**config.mk**
```make
export PLATFORM = sky130hd
export DESIGN_NAME = player_ctrl_flat
export DESIGN_NICKNAME = d
export VERILOG_FILES = /design/src/rtl/player_ctrl_pkg.sv /design/src/rtl/player_ctrl_if.sv /design/src/rtl/btn_debounce.sv /design/src/rtl/player_ctrl.sv /design/src/flat_wrapper.sv
export SDC_FILE = /design/constraint.sdc
export NUM_CORES = 1
export LEC_CHECK = 0
export ABC_CLOCK_PERIOD_IN_PS = 3940
export CAP_MARGIN = 20
export CORE_MARGIN = 2
export CORE_UTILIZATION = 53
export CTS_CLUSTER_DIAMETER = 200
export DETAILED_ROUTE_END_ITERATION = 8
export GPL_TIMING_DRIVEN = 0
export PLACE_DENSITY = 0.9
export SLEW_MARGIN = 20
export SYNTH_ARGS = -nofsm -noshare
export SYNTH_HDL_FRONTEND = slang
export SYNTH_SLANG_ARGS = --single-unit
```
**constraint.sdc**
```tcl
create_clock -name clk -period 3.94 [get_ports clk]
set_clock_uncertainty 0.15 [all_clocks]
set_input_delay 0.788 -clock clk [delete_from_list [all_inputs] [get_ports clk]]
set_output_delay 0.788 -clock clk [all_outputs]
set_load 0.05 [all_outputs]
```
**src/rtl/player_ctrl_pkg.sv**
```systemverilog
// Shared VGA geometry, RGB222 colours and movement-direction encoding for the
// player sprite controller.
package player_ctrl_pkg;

    localparam int unsigned H_ACTIVE = 640;
    localparam int unsigned V_ACTIVE = 480;

    localparam logic [5:0] RGB_BLACK = 6'b000000;
    localparam logic [5:0] RGB_RED   = 6'b110000;
    localparam logic [5:0] RGB_GREEN = 6'b001100;
    localparam logic [5:0] RGB_BLUE  = 6'b000011;
    localparam logic [5:0] RGB_WHITE = 6'b111111;

    typedef enum logic [1:0] {
        DirHold,
        DirLeft,
        DirRight
    } dir_e;

    // Both or neither button pressed means hold.
    function automatic dir_e decode_dir(input logic l, input logic r);
        if (l && !r) return DirLeft;
        if (r && !l) return DirRight;
        return DirHold;
    endfunction

endpackage

```
**src/rtl/player_ctrl_if.sv**
```systemverilog
// Buttons and VGA counters in, sprite pixel and position state out.
interface player_ctrl_if;

    logic       pbL;
    logic       pbR;
    logic [9:0] horCnt;
    logic [9:0] verCnt;
    logic [5:0] content;
    logic [9:0] playerPos;
    logic       speedUp;

    modport master (
        output pbL, pbR, horCnt, verCnt,
        input  content, playerPos, speedUp
    );

    modport slave (
        input  pbL, pbR, horCnt, verCnt,
        output content, playerPos, speedUp
    );

endinterface

```
**src/rtl/btn_debounce.sv**
```systemverilog
// Two-flop synchroniser followed by a debouncer: the output level follows the
// synchronised input only after it has held a new value for DB_CYCLES cycles.
module btn_debounce #(
    parameter int unsigned DB_CYCLES = 4
) (
    input  logic clk,
    input  logic reset,
    input  logic i_btn,
    output logic o_level
);

    localparam int unsigned CNT_W = (DB_CYCLES > 1) ? $clog2(DB_CYCLES) : 1;
    localparam logic [CNT_W-1:0] CNT_LAST = CNT_W'(DB_CYCLES - 1);

    logic             r_sync1;
    logic             r_sync2;
    logic             r_level;
    logic [CNT_W-1:0] r_cnt;

    always_ff @(posedge clk) begin
        if (reset) begin
            r_sync1 <= 1'b0;
            r_sync2 <= 1'b0;
            r_level <= 1'b0;
            r_cnt   <= '0;
        end else begin
            r_sync1 <= i_btn;
            r_sync2 <= r_sync1;
            if (r_sync2 == r_level) begin
                r_cnt <= '0;
            end else if (r_cnt == CNT_LAST) begin
                r_level <= r_sync2;
                r_cnt   <= '0;
            end else begin
                r_cnt <= r_cnt + CNT_W'(1);
            end
        end
    end

    assign o_level = r_level;

endmodule

```
**src/rtl/player_ctrl.sv**
```systemverilog
// Player sprite controller: debounced buttons move the sprite once per frame,
// with double speed after a sustained move, and a registered sprite pixel output.
module player_ctrl
    import player_ctrl_pkg::*;
#(
    parameter int unsigned SCREEN_W    = H_ACTIVE,
    parameter int unsigned PLAYER_W    = 32,
    parameter int unsigned PLAYER_H    = 16,
    parameter int unsigned PLAYER_Y    = 440,
    parameter int unsigned START_POS   = 304,
    parameter int unsigned STEP        = 4,
    parameter int unsigned HOLD_FRAMES = 8,
    parameter int unsigned DB_CYCLES   = 4,
    parameter bit          WRAP        = 1'b0,
    parameter logic [5:0]  COLOR       = RGB_GREEN
) (
    input logic          clk,
    input logic          reset,
    player_ctrl_if.slave bus
);

    localparam logic [10:0] POS_MAX   = 11'(SCREEN_W - PLAYER_W);
    localparam logic [10:0] WRAP_SPAN = 11'(SCREEN_W - PLAYER_W + 1);
    localparam logic [10:0] STEP_1X   = 11'(STEP);
    localparam logic [10:0] STEP_2X   = 11'(2 * STEP);
    localparam logic [10:0] SPR_W     = 11'(PLAYER_W);
    localparam logic [10:0] Y_TOP     = 11'(PLAYER_Y);
    localparam logic [10:0] Y_BOT     = 11'(PLAYER_Y + PLAYER_H);
    localparam logic [10:0] X_LIM     = 11'(SCREEN_W);
    localparam logic [10:0] Y_LIM     = 11'(V_ACTIVE);
    localparam int unsigned HOLD_W    = $clog2(HOLD_FRAMES + 1);
    localparam logic [HOLD_W-1:0] HOLD_MAX = HOLD_W'(HOLD_FRAMES);

    logic              w_btn_l, w_btn_r;
    logic              w_tick_cond, w_tick, w_speed, w_in_box;
    dir_e              w_dir;
    logic [10:0]       w_pos_ext, w_hor_ext, w_ver_ext, w_step;
    logic [10:0]       w_left, w_right, w_pos_next;
    logic [HOLD_W-1:0] w_hold_next;

    logic [9:0]        r_pos;
    logic [HOLD_W-1:0] r_hold;
    dir_e              r_last_dir;
    logic              r_tick_cond;
    logic [5:0]        r_content;

    btn_debounce #(.DB_CYCLES(DB_CYCLES)) u_db_l (
        .clk     (clk),
        .reset   (reset),
        .i_btn   (bus.pbL),
        .o_level (w_btn_l)
    );

    btn_debounce #(.DB_CYCLES(DB_CYCLES)) u_db_r (
        .clk     (clk),
        .reset   (reset),
        .i_btn   (bus.pbR),
        .o_level (w_btn_r)
    );

    // Rising edge of the tick position so a stalled counter cannot retrigger.
    assign w_tick_cond = (bus.horCnt == 10'd0) && (bus.verCnt == 10'(V_ACTIVE));
    assign w_tick      = w_tick_cond && !r_tick_cond;
    assign w_speed     = (r_hold == HOLD_MAX);

    always_comb begin
        w_dir       = decode_dir(w_btn_l, w_btn_r);
        w_pos_ext   = {1'b0, r_pos};
        w_hor_ext   = {1'b0, bus.horCnt};
        w_ver_ext   = {1'b0, bus.verCnt};
        w_step      = w_speed ? STEP_2X : STEP_1X;
        w_left      = w_pos_ext - w_step;
        w_right     = w_pos_ext + w_step;
        w_pos_next  = w_pos_ext;
        w_hold_next = r_hold;

        if (w_pos_ext < w_step) begin
            w_left = WRAP ? (w_pos_ext - w_step + WRAP_SPAN) : 11'd0;
        end
        if (w_right > POS_MAX) begin
            w_right = WRAP ? (w_pos_ext + w_step - WRAP_SPAN) : POS_MAX;
        end

        unique case (w_dir)
            DirLeft:  w_pos_next = w_left;
            DirRight: w_pos_next = w_right;
            default:  w_pos_next = w_pos_ext;
        endcase

        if (w_dir == DirHold) begin
            w_hold_next = '0;
        end else if (w_dir != r_last_dir) begin
            w_hold_next = HOLD_W'(1);
        end else if (r_hold != HOLD_MAX) begin
            w_hold_next = r_hold + HOLD_W'(1);
        end

        w_in_box = (w_hor_ext >= w_pos_ext) && (w_hor_ext < w_pos_ext + SPR_W) &&
                   (w_ver_ext >= Y_TOP) && (w_ver_ext < Y_BOT) &&
                   (w_hor_ext < X_LIM) && (w_ver_ext < Y_LIM);
    end

    always_ff @(posedge clk) begin
        if (reset) begin
            r_pos       <= 10'(START_POS);
            r_hold      <= '0;
            r_last_dir  <= DirHold;
            r_tick_cond <= 1'b0;
            r_content   <= RGB_BLACK;
        end else begin
            r_tick_cond <= w_tick_cond;
            r_content   <= w_in_box ? COLOR : RGB_BLACK;
            if (w_tick) begin
                r_pos      <= w_pos_next[9:0];
                r_hold     <= w_hold_next;
                r_last_dir <= w_dir;
            end
        end
    end

    assign bus.playerPos = r_pos;
    assign bus.content   = r_content;
    assign bus.speedUp   = w_speed;

endmodule
```
**src/flat_wrapper.sv**
```systemverilog
// flat-port wrapper written by rule: the top's interface ports become plain ports
module player_ctrl_flat import player_ctrl_pkg::*;
#(
    parameter int unsigned SCREEN_W    = H_ACTIVE,
    parameter int unsigned PLAYER_W    = 32,
    parameter int unsigned PLAYER_H    = 16,
    parameter int unsigned PLAYER_Y    = 440,
    parameter int unsigned START_POS   = 304,
    parameter int unsigned STEP        = 4,
    parameter int unsigned HOLD_FRAMES = 8,
    parameter int unsigned DB_CYCLES   = 4,
    parameter bit          WRAP        = 1'b0,
    parameter logic [5:0]  COLOR       = RGB_GREEN
)
  (clk, reset, bus_pbL, bus_pbR, bus_horCnt, bus_verCnt, bus_content, bus_playerPos, bus_speedUp);
  player_ctrl_if bus_i ();
  input logic clk;
  input logic reset;
  input wire logic [$bits(bus_i.pbL)-1:0] bus_pbL;
  input wire logic [$bits(bus_i.pbR)-1:0] bus_pbR;
  input wire logic [$bits(bus_i.horCnt)-1:0] bus_horCnt;
  input wire logic [$bits(bus_i.verCnt)-1:0] bus_verCnt;
  output wire logic [$bits(bus_i.content)-1:0] bus_content;
  output wire logic [$bits(bus_i.playerPos)-1:0] bus_playerPos;
  output wire logic [$bits(bus_i.speedUp)-1:0] bus_speedUp;
  assign bus_i.pbL = bus_pbL;
  assign bus_i.pbR = bus_pbR;
  assign bus_i.horCnt = bus_horCnt;
  assign bus_i.verCnt = bus_verCnt;
  assign bus_content = bus_i.content;
  assign bus_playerPos = bus_i.playerPos;
  assign bus_speedUp = bus_i.speedUp;
  player_ctrl #(.SCREEN_W(SCREEN_W), .PLAYER_W(PLAYER_W), .PLAYER_H(PLAYER_H), .PLAYER_Y(PLAYER_Y), .START_POS(START_POS), .STEP(STEP), .HOLD_FRAMES(HOLD_FRAMES), .DB_CYCLES(DB_CYCLES), .WRAP(WRAP), .COLOR(COLOR)) u_core (.clk(clk), .reset(reset), .bus(bus_i));
endmodule
```
Word level (Yosys, flattened, before mapping)
Index checks and enable logic that the tools add are counted.
Word-level totals
  flip-flop bits (word level): 33
  latch bits: 0
  memory bits (writable): 0
  bits in read-only memories: 0
  input bits: 24
  memories: 0
Operators by class
  add/subtract/negate cells: 6
  multiply operators: 0
  div/mod/pow operators: 0
  $lt $le $gt $ge: 8
  eq/ne operators: 10
  shift-type cells: 0
  multiplexer cells: 15
  bitwise logic cells: 2
  reductions and logical operators: 22
Operator list (count)
  < comparator 10 x 11 -> 1 bit: 2
  < comparator 10 x 9 -> 1 bit (second input constant): 2
  two-way mux 10 bit: 2
  two-way mux 4 bit: 5
  one-hot mux 10 bit (2 select lines): 1
  adder 10 x 4 -> 11 bit: 1
  adder 10 x 6 -> 11 bit (second input constant): 1
  > comparator 11 x 10 -> 1 bit (second input constant): 1
  equality test 10 x 9 -> 1 bit (second input constant): 1
  >= comparator 10 bit: 1
  >= comparator 10 x 9 -> 1 bit (second input constant): 1
  zero test 10 bit: 1
  < comparator 10 bit (second input constant): 1
  subtractor 10 x 4 -> 10 bit: 1
  logical AND 1 bit: 9
  two-way mux 2 bit: 4
  AND reduction 2 bit: 4
  equality test 2 bit (second input constant): 3
  OR reduction 3 bit: 2
  adder 2 x 1 -> 2 bit (second input constant): 2
  adder 4 x 1 -> 4 bit (second input constant): 1
  equality test 4 bit (second input constant): 1
  inequality test 4 bit (second input constant): 1
  zero test 1 bit: 3
  8 further kinds: 12

Logic depth before layout (Yosys ltp)
Gate-level depths: netlist of the first run.
  depth after elaboration: 9
  depth in mapped cells: 14

By module
Synthesis of the first run repeated with hierarchy kept, for this count alone.
Second synthesis, totals
  cell total of the unflattened synthesis: 254
  area, all modules: 2114.5 um^2
Modules (own cells, without submodules)
  player_ctrl: times used 1, cells an instance 228, area an instance 1776.7 um^2
  btn_debounce: times used 2, cells an instance 13, area an instance 168.9 um^2

Worst setup path before layout of the first run
No wires, ideal clock.
  path type: register -> register
  start: reg u_core.r_hold[0]
  end: reg u_core.r_pos[3], in the netlist u_core.bus.playerPos[3]
  library setup time: 86 ps
  arrival time: 3078 ps
  required time: 3704 ps
  path slack: 626 ps
  cell stages (with the launch flop): 15
  buffers on the path: 1
  clock period less this slack: 3314 ps
  cells stage by stage: dfxtp_1 -> inv_1 -> ha_1 -> nand2_1 -> or2_2 -> clkbuf_1 -> ha_1 -> inv_1 -> fa_1 -> a211o_1 -> a211oi_1 -> o32a_2 -> o22ai_1 -> a32oi_1 -> a211oi_1
Between the ends
  cells in the longest elaborated chain, start to end: 6
  elaborated cells between the ends (all ways): 9
RTL lines
  start: declaration: RTL line player_ctrl.sv:42  | logic [HOLD_W-1:0] r_hold;
  start signal: assignment: RTL line player_ctrl.sv:115  | r_hold <= w_hold_next;
  equality test 4 bit (*): RTL line player_ctrl.sv:64  | assign w_speed = (r_hold == HOLD_MAX);
  two-way mux 4 bit (*): RTL line player_ctrl.sv:71  | w_step = w_speed ? STEP_2X : STEP_1X;
  adder 10 x 4 -> 11 bit: RTL line player_ctrl.sv:73  | w_right = w_pos_ext + w_step;
  > comparator 11 x 10 -> 1 bit: RTL line player_ctrl.sv:80  | if (w_right > POS_MAX) begin
  two-way mux 10 bit: RTL line player_ctrl.sv:80
  one-hot mux 10 bit (2 select lines) (*): RTL line player_ctrl.sv:84  | unique case (w_dir)
  end signal: assignment: RTL line player_ctrl.sv:105  | r_pos <= 10'(START_POS);
  end signal: assignment: RTL line player_ctrl.sv:114  | r_pos <= w_pos_next[9:0];
  end: declaration: RTL line player_ctrl.sv:41  | logic [9:0] r_pos;
Mark *: on every way between the ends. The rest lies on a longest branch, timed or not.
A chain may end at the register's enable or synchronous reset.

Worst setup path after layout of the first run
Ends and elaborated chain as after synthesis.

==> results of run 1 <==
-- power by group through the flow --
stage / clock network [mW] / logic [mW] / registers, mW
4_1_cts: 0.228 / 0.0740 / 0.266
6_report: 0.229 / 0.0748 / 0.266
5_1_grt: 0.242 / 0.0810 / 0.267
3_5_place_dp: 0 / 0.0736 / 0.272
2_1_floorplan: 0 / 0.0384 / 0.272
3_3_place_gp: 0 / 0.0716 / 0.272
-- synthesized netlist by cell type (all sizes together) (3+ instances only) --
master  instances  share of area, %
a211oi          5               1.7
nor4            8               2.3
or3             5               1.7
mux2i           4               1.8
nand2          13               2.2
o211ai          3               1.0
ha             25                14
and3            3              0.86
o21a            5               1.7
o21ai           9               2.1
inv            21               3.6
nor2b           6               1.7
nand3           9               2.1
o22ai           4               1.1
nor3            6               2.1
nand2b          3              0.86
dfxtp          26                24
xnor2           8               3.2
nor2           27               4.7
a31oi           4               1.1
clkbuf          6               2.4
buf            12               3.4
a21oi          13               3.0
-- registers in the layout (all words and copies together) (netlist names) --
register	flops
u_core.u_db_l.r_sync2	1
u_core.u_db_l.r_sync1	1
u_core.bus.playerPos	8
u_core.u_db_l.o_level	1
u_core.u_db_r.r_sync1	1
u_core.u_db_r.r_sync2	1
u_core.r_last_dir	2
u_core.u_db_r.r_cnt	2
u_core.bus.content	1
u_core.u_db_r.o_level	1
u_core.r_hold	4
u_core.u_db_l.r_cnt	2
u_core.r_tick_cond	1
-- kinds of logic after synthesis --
logic type	Yosys count	share of synthesized area, %
muxes	4	1.83
AOI/OAI and AO/OA	64	20.6
DFF	26	23.7
buffers and inverters	40	9.59
xor gates and xnor gates	10	4.00
and+or+nand+nor	95	24.0
other	1	0.171
adders and majority gates	27	16.1
-- metal layers --
layer  share of wire (%)  vias up
met2                  46       85
met5                   0        -
met4                 1.5        0
met3                 7.5       10
li1                    -     1040
met1                  45      992
-- through the flow --
| stage | power, mW | utilization (%) | std cells | worst slack [ps] |
|---|---|---|---|---|
| global placement | 0.344 | 65.3 | 356 | 145 |
| CTS | 0.568 | 67.1 | 360 | 12.8 |
| floorplan | 0.310 | - | 272 | 626 |
| global route | 0.590 | 67.0 | 359 | 161 |
| finish | 0.570 | 67.0 | 359 | 263 |
| detailed placement | 0.346 | 65.3 | 356 | 48.6 |
-- area by class of cell --
type,count,area [sq um]
clock inverters,1,30.0
clock buffers,3,41.3
plain buffers,17,124
fillers,348,1320
repair buffers,34,340
well taps,50,62.6
multi-input cells,206,1480
flip-flops and latches,26,520
inverters,22,82.6
-- path summary, 6_finish.rpt --
kind	startpoint	depth (start not counted)	to	slack, ps
worst max-delay path	u_core.r_hold[0]	13	u_core.bus.playerPos[3]	260
worst min-delay path	u_core.u_db_r.r_cnt[0]	1	u_core.u_db_r.r_cnt[0]	280
worst max register to register	u_core.r_hold[0]	13	u_core.bus.playerPos[3]	260
worst min register to register	u_core.u_db_r.r_cnt[0]	1	u_core.u_db_r.r_cnt[0]	280
==> impl_metrics.yaml, run 1 <==
floorplanning:
  fp.dieW_um: 68.3
  die_h_um: 68.3
  rows: 23
  ioPinCount: 41
  initial_core_util_pct: 54.8
  coreArea_sq_um: 4000
  fp.dieArea_sq_um: 4670
clock_network:
  cts_tree: "built"
  cts_setup_buffers: 0
  htreeDepth: 1
  postCtsHoldBufs: 0
  clk_latency_ps: 280
  cts_inserted_buffers: 3
  clock_sinks: 26
  post_cts_resized: 0
  cts_root_buf: "clkbuf_8"
  clkTransAtPathRegs_ps: 110
  cts_buffer_depth: 2
worst_setup_path:
  start_kind: "register"
  path_class: "reg2reg"
  critPathMaxFanout: 10
  slowest_delay_ps: 580
  cpLargestDelayFamily: "compound AO/OA/AOI/OAI gates"
  worstPathRequired_ps: 3980
  crit_arrival_ps: 3720
  cp_cell_sequence: "inv_1, ha_1, nand2_1, or2_2, ha_1, inv_1, fa_1, a211o_1, a211oi_1, o32a_2, o22ai_1, a32oi_1, a211oi_1"
  cpMaxStageDelayCell: "fa_1"
  worst-path-buf-inv: 2
  cp-end-kind: "register"
power:
  switching_share_pct: 23.1
  vdd_drop_max_mv: 0.200
  clkPwrFrac_pct: 40.2
  power_leakage_nw: 1.07
  p_sw_mw: 0.132
  p_int_mw: 0.439
  pwr-share-comb_pct: 13.1
  p_per_area_nw_per_um2: 213
  seq_power_share_pct: 46.7
grt:
  grt_pass1_vias: 1990
  grt_usage_pct: 26.1
  use_met1_pct: 35.7
  grt_overflow_total: 0
  grt_antenna_before_repair: 0
  busiest_layer: "met2"
  grtUsageMet3_pct: 4.93
  grt_pass1_wl_um: 9180
  grt_max_degree: 16
  grt_util_met2_pct: 41.9
timing:
  max_clock_freq_mhz: 272
  slew_headroom_pct: 55.2
  hold_viol_final: 0
  setup-violations-final: 0
  worst_pin_slew_ps: 671
  timing.hold.ws_ps: 282
  fin_crit_sh_pct: 93.3
  min_period_ps: 3680
  fin_setup_tns_ps: 0
  rsz0062_at_grt: "no"
  drv_slew: 0
route:
  routedWlPerCell_um: 15.3
  via_per_inst: 5.92
  firstDrtPassIters: 4
  first_iter_violations: 133
  drc: 0
  vias: 2127
  ant_nets: 0
  wl_um: 5490
cells_and_area:
  area_delta_synth_final_pct: 22.3
  antenna_cells: 0
  drive_gt1_share_pct: 9.06
  final_cell_area_sq_um: 2680
  final_cell_mix: "clkdlybuf4s50_1, nor2_1, dfxtp_1"
  mostFrequentLayoutCell: "clkdlybuf4s50_1"
  layout.nets: 361
synthesis:
  ys_seq_area_share_pct: 23.7
  synthFlopType: "dfxtp_1"
  netlist-cell-type-count: 65
  synth_edf_count: 0
  synth.avg_cell_area_sq_um: 8.21
  async_reset_ff_share_pct: 0
  syn_inst: 267
  yosysWarningCount: 0
  ys_ff_latch: 26
  synth_area_sq_um: 2190
worst_hold_path:
  hold_class: "reg2reg"
flow_run:
  max_cap_violations: 0
placed_design:
  io_buffers: 34
  hpwl_um: 4280
  dpl-instance-area_sq_um: 2610
  gp_congestion: 0.953
run_status:
  status: "completed"
No activity file was read; power rests on OpenSTA's default activity.
==> run 2, diff against run 1 <==
--- a/config.mk
+++ b/config.mk
@@ -6,4 +6,5 @@
 export NUM_CORES = 1
 export LEC_CHECK = 0
+export ABC_AREA = 0
 export ABC_CLOCK_PERIOD_IN_PS = 3940
 export CAP_MARGIN = 20
==> constraint.sdc (replaced) <==
create_clock -name clk -period 3.94 [get_ports clk]
set_clock_uncertainty 0.15 [all_clocks]
set_input_delay 0.394 -clock clk [delete_from_list [all_inputs] [get_ports clk]]
set_output_delay 0.394 -clock clk [all_outputs]
set_load 0.05 [all_outputs]
==> results of run 2 <==
Same layout as run 1: the final DEF is identical, and so are final timing and power.
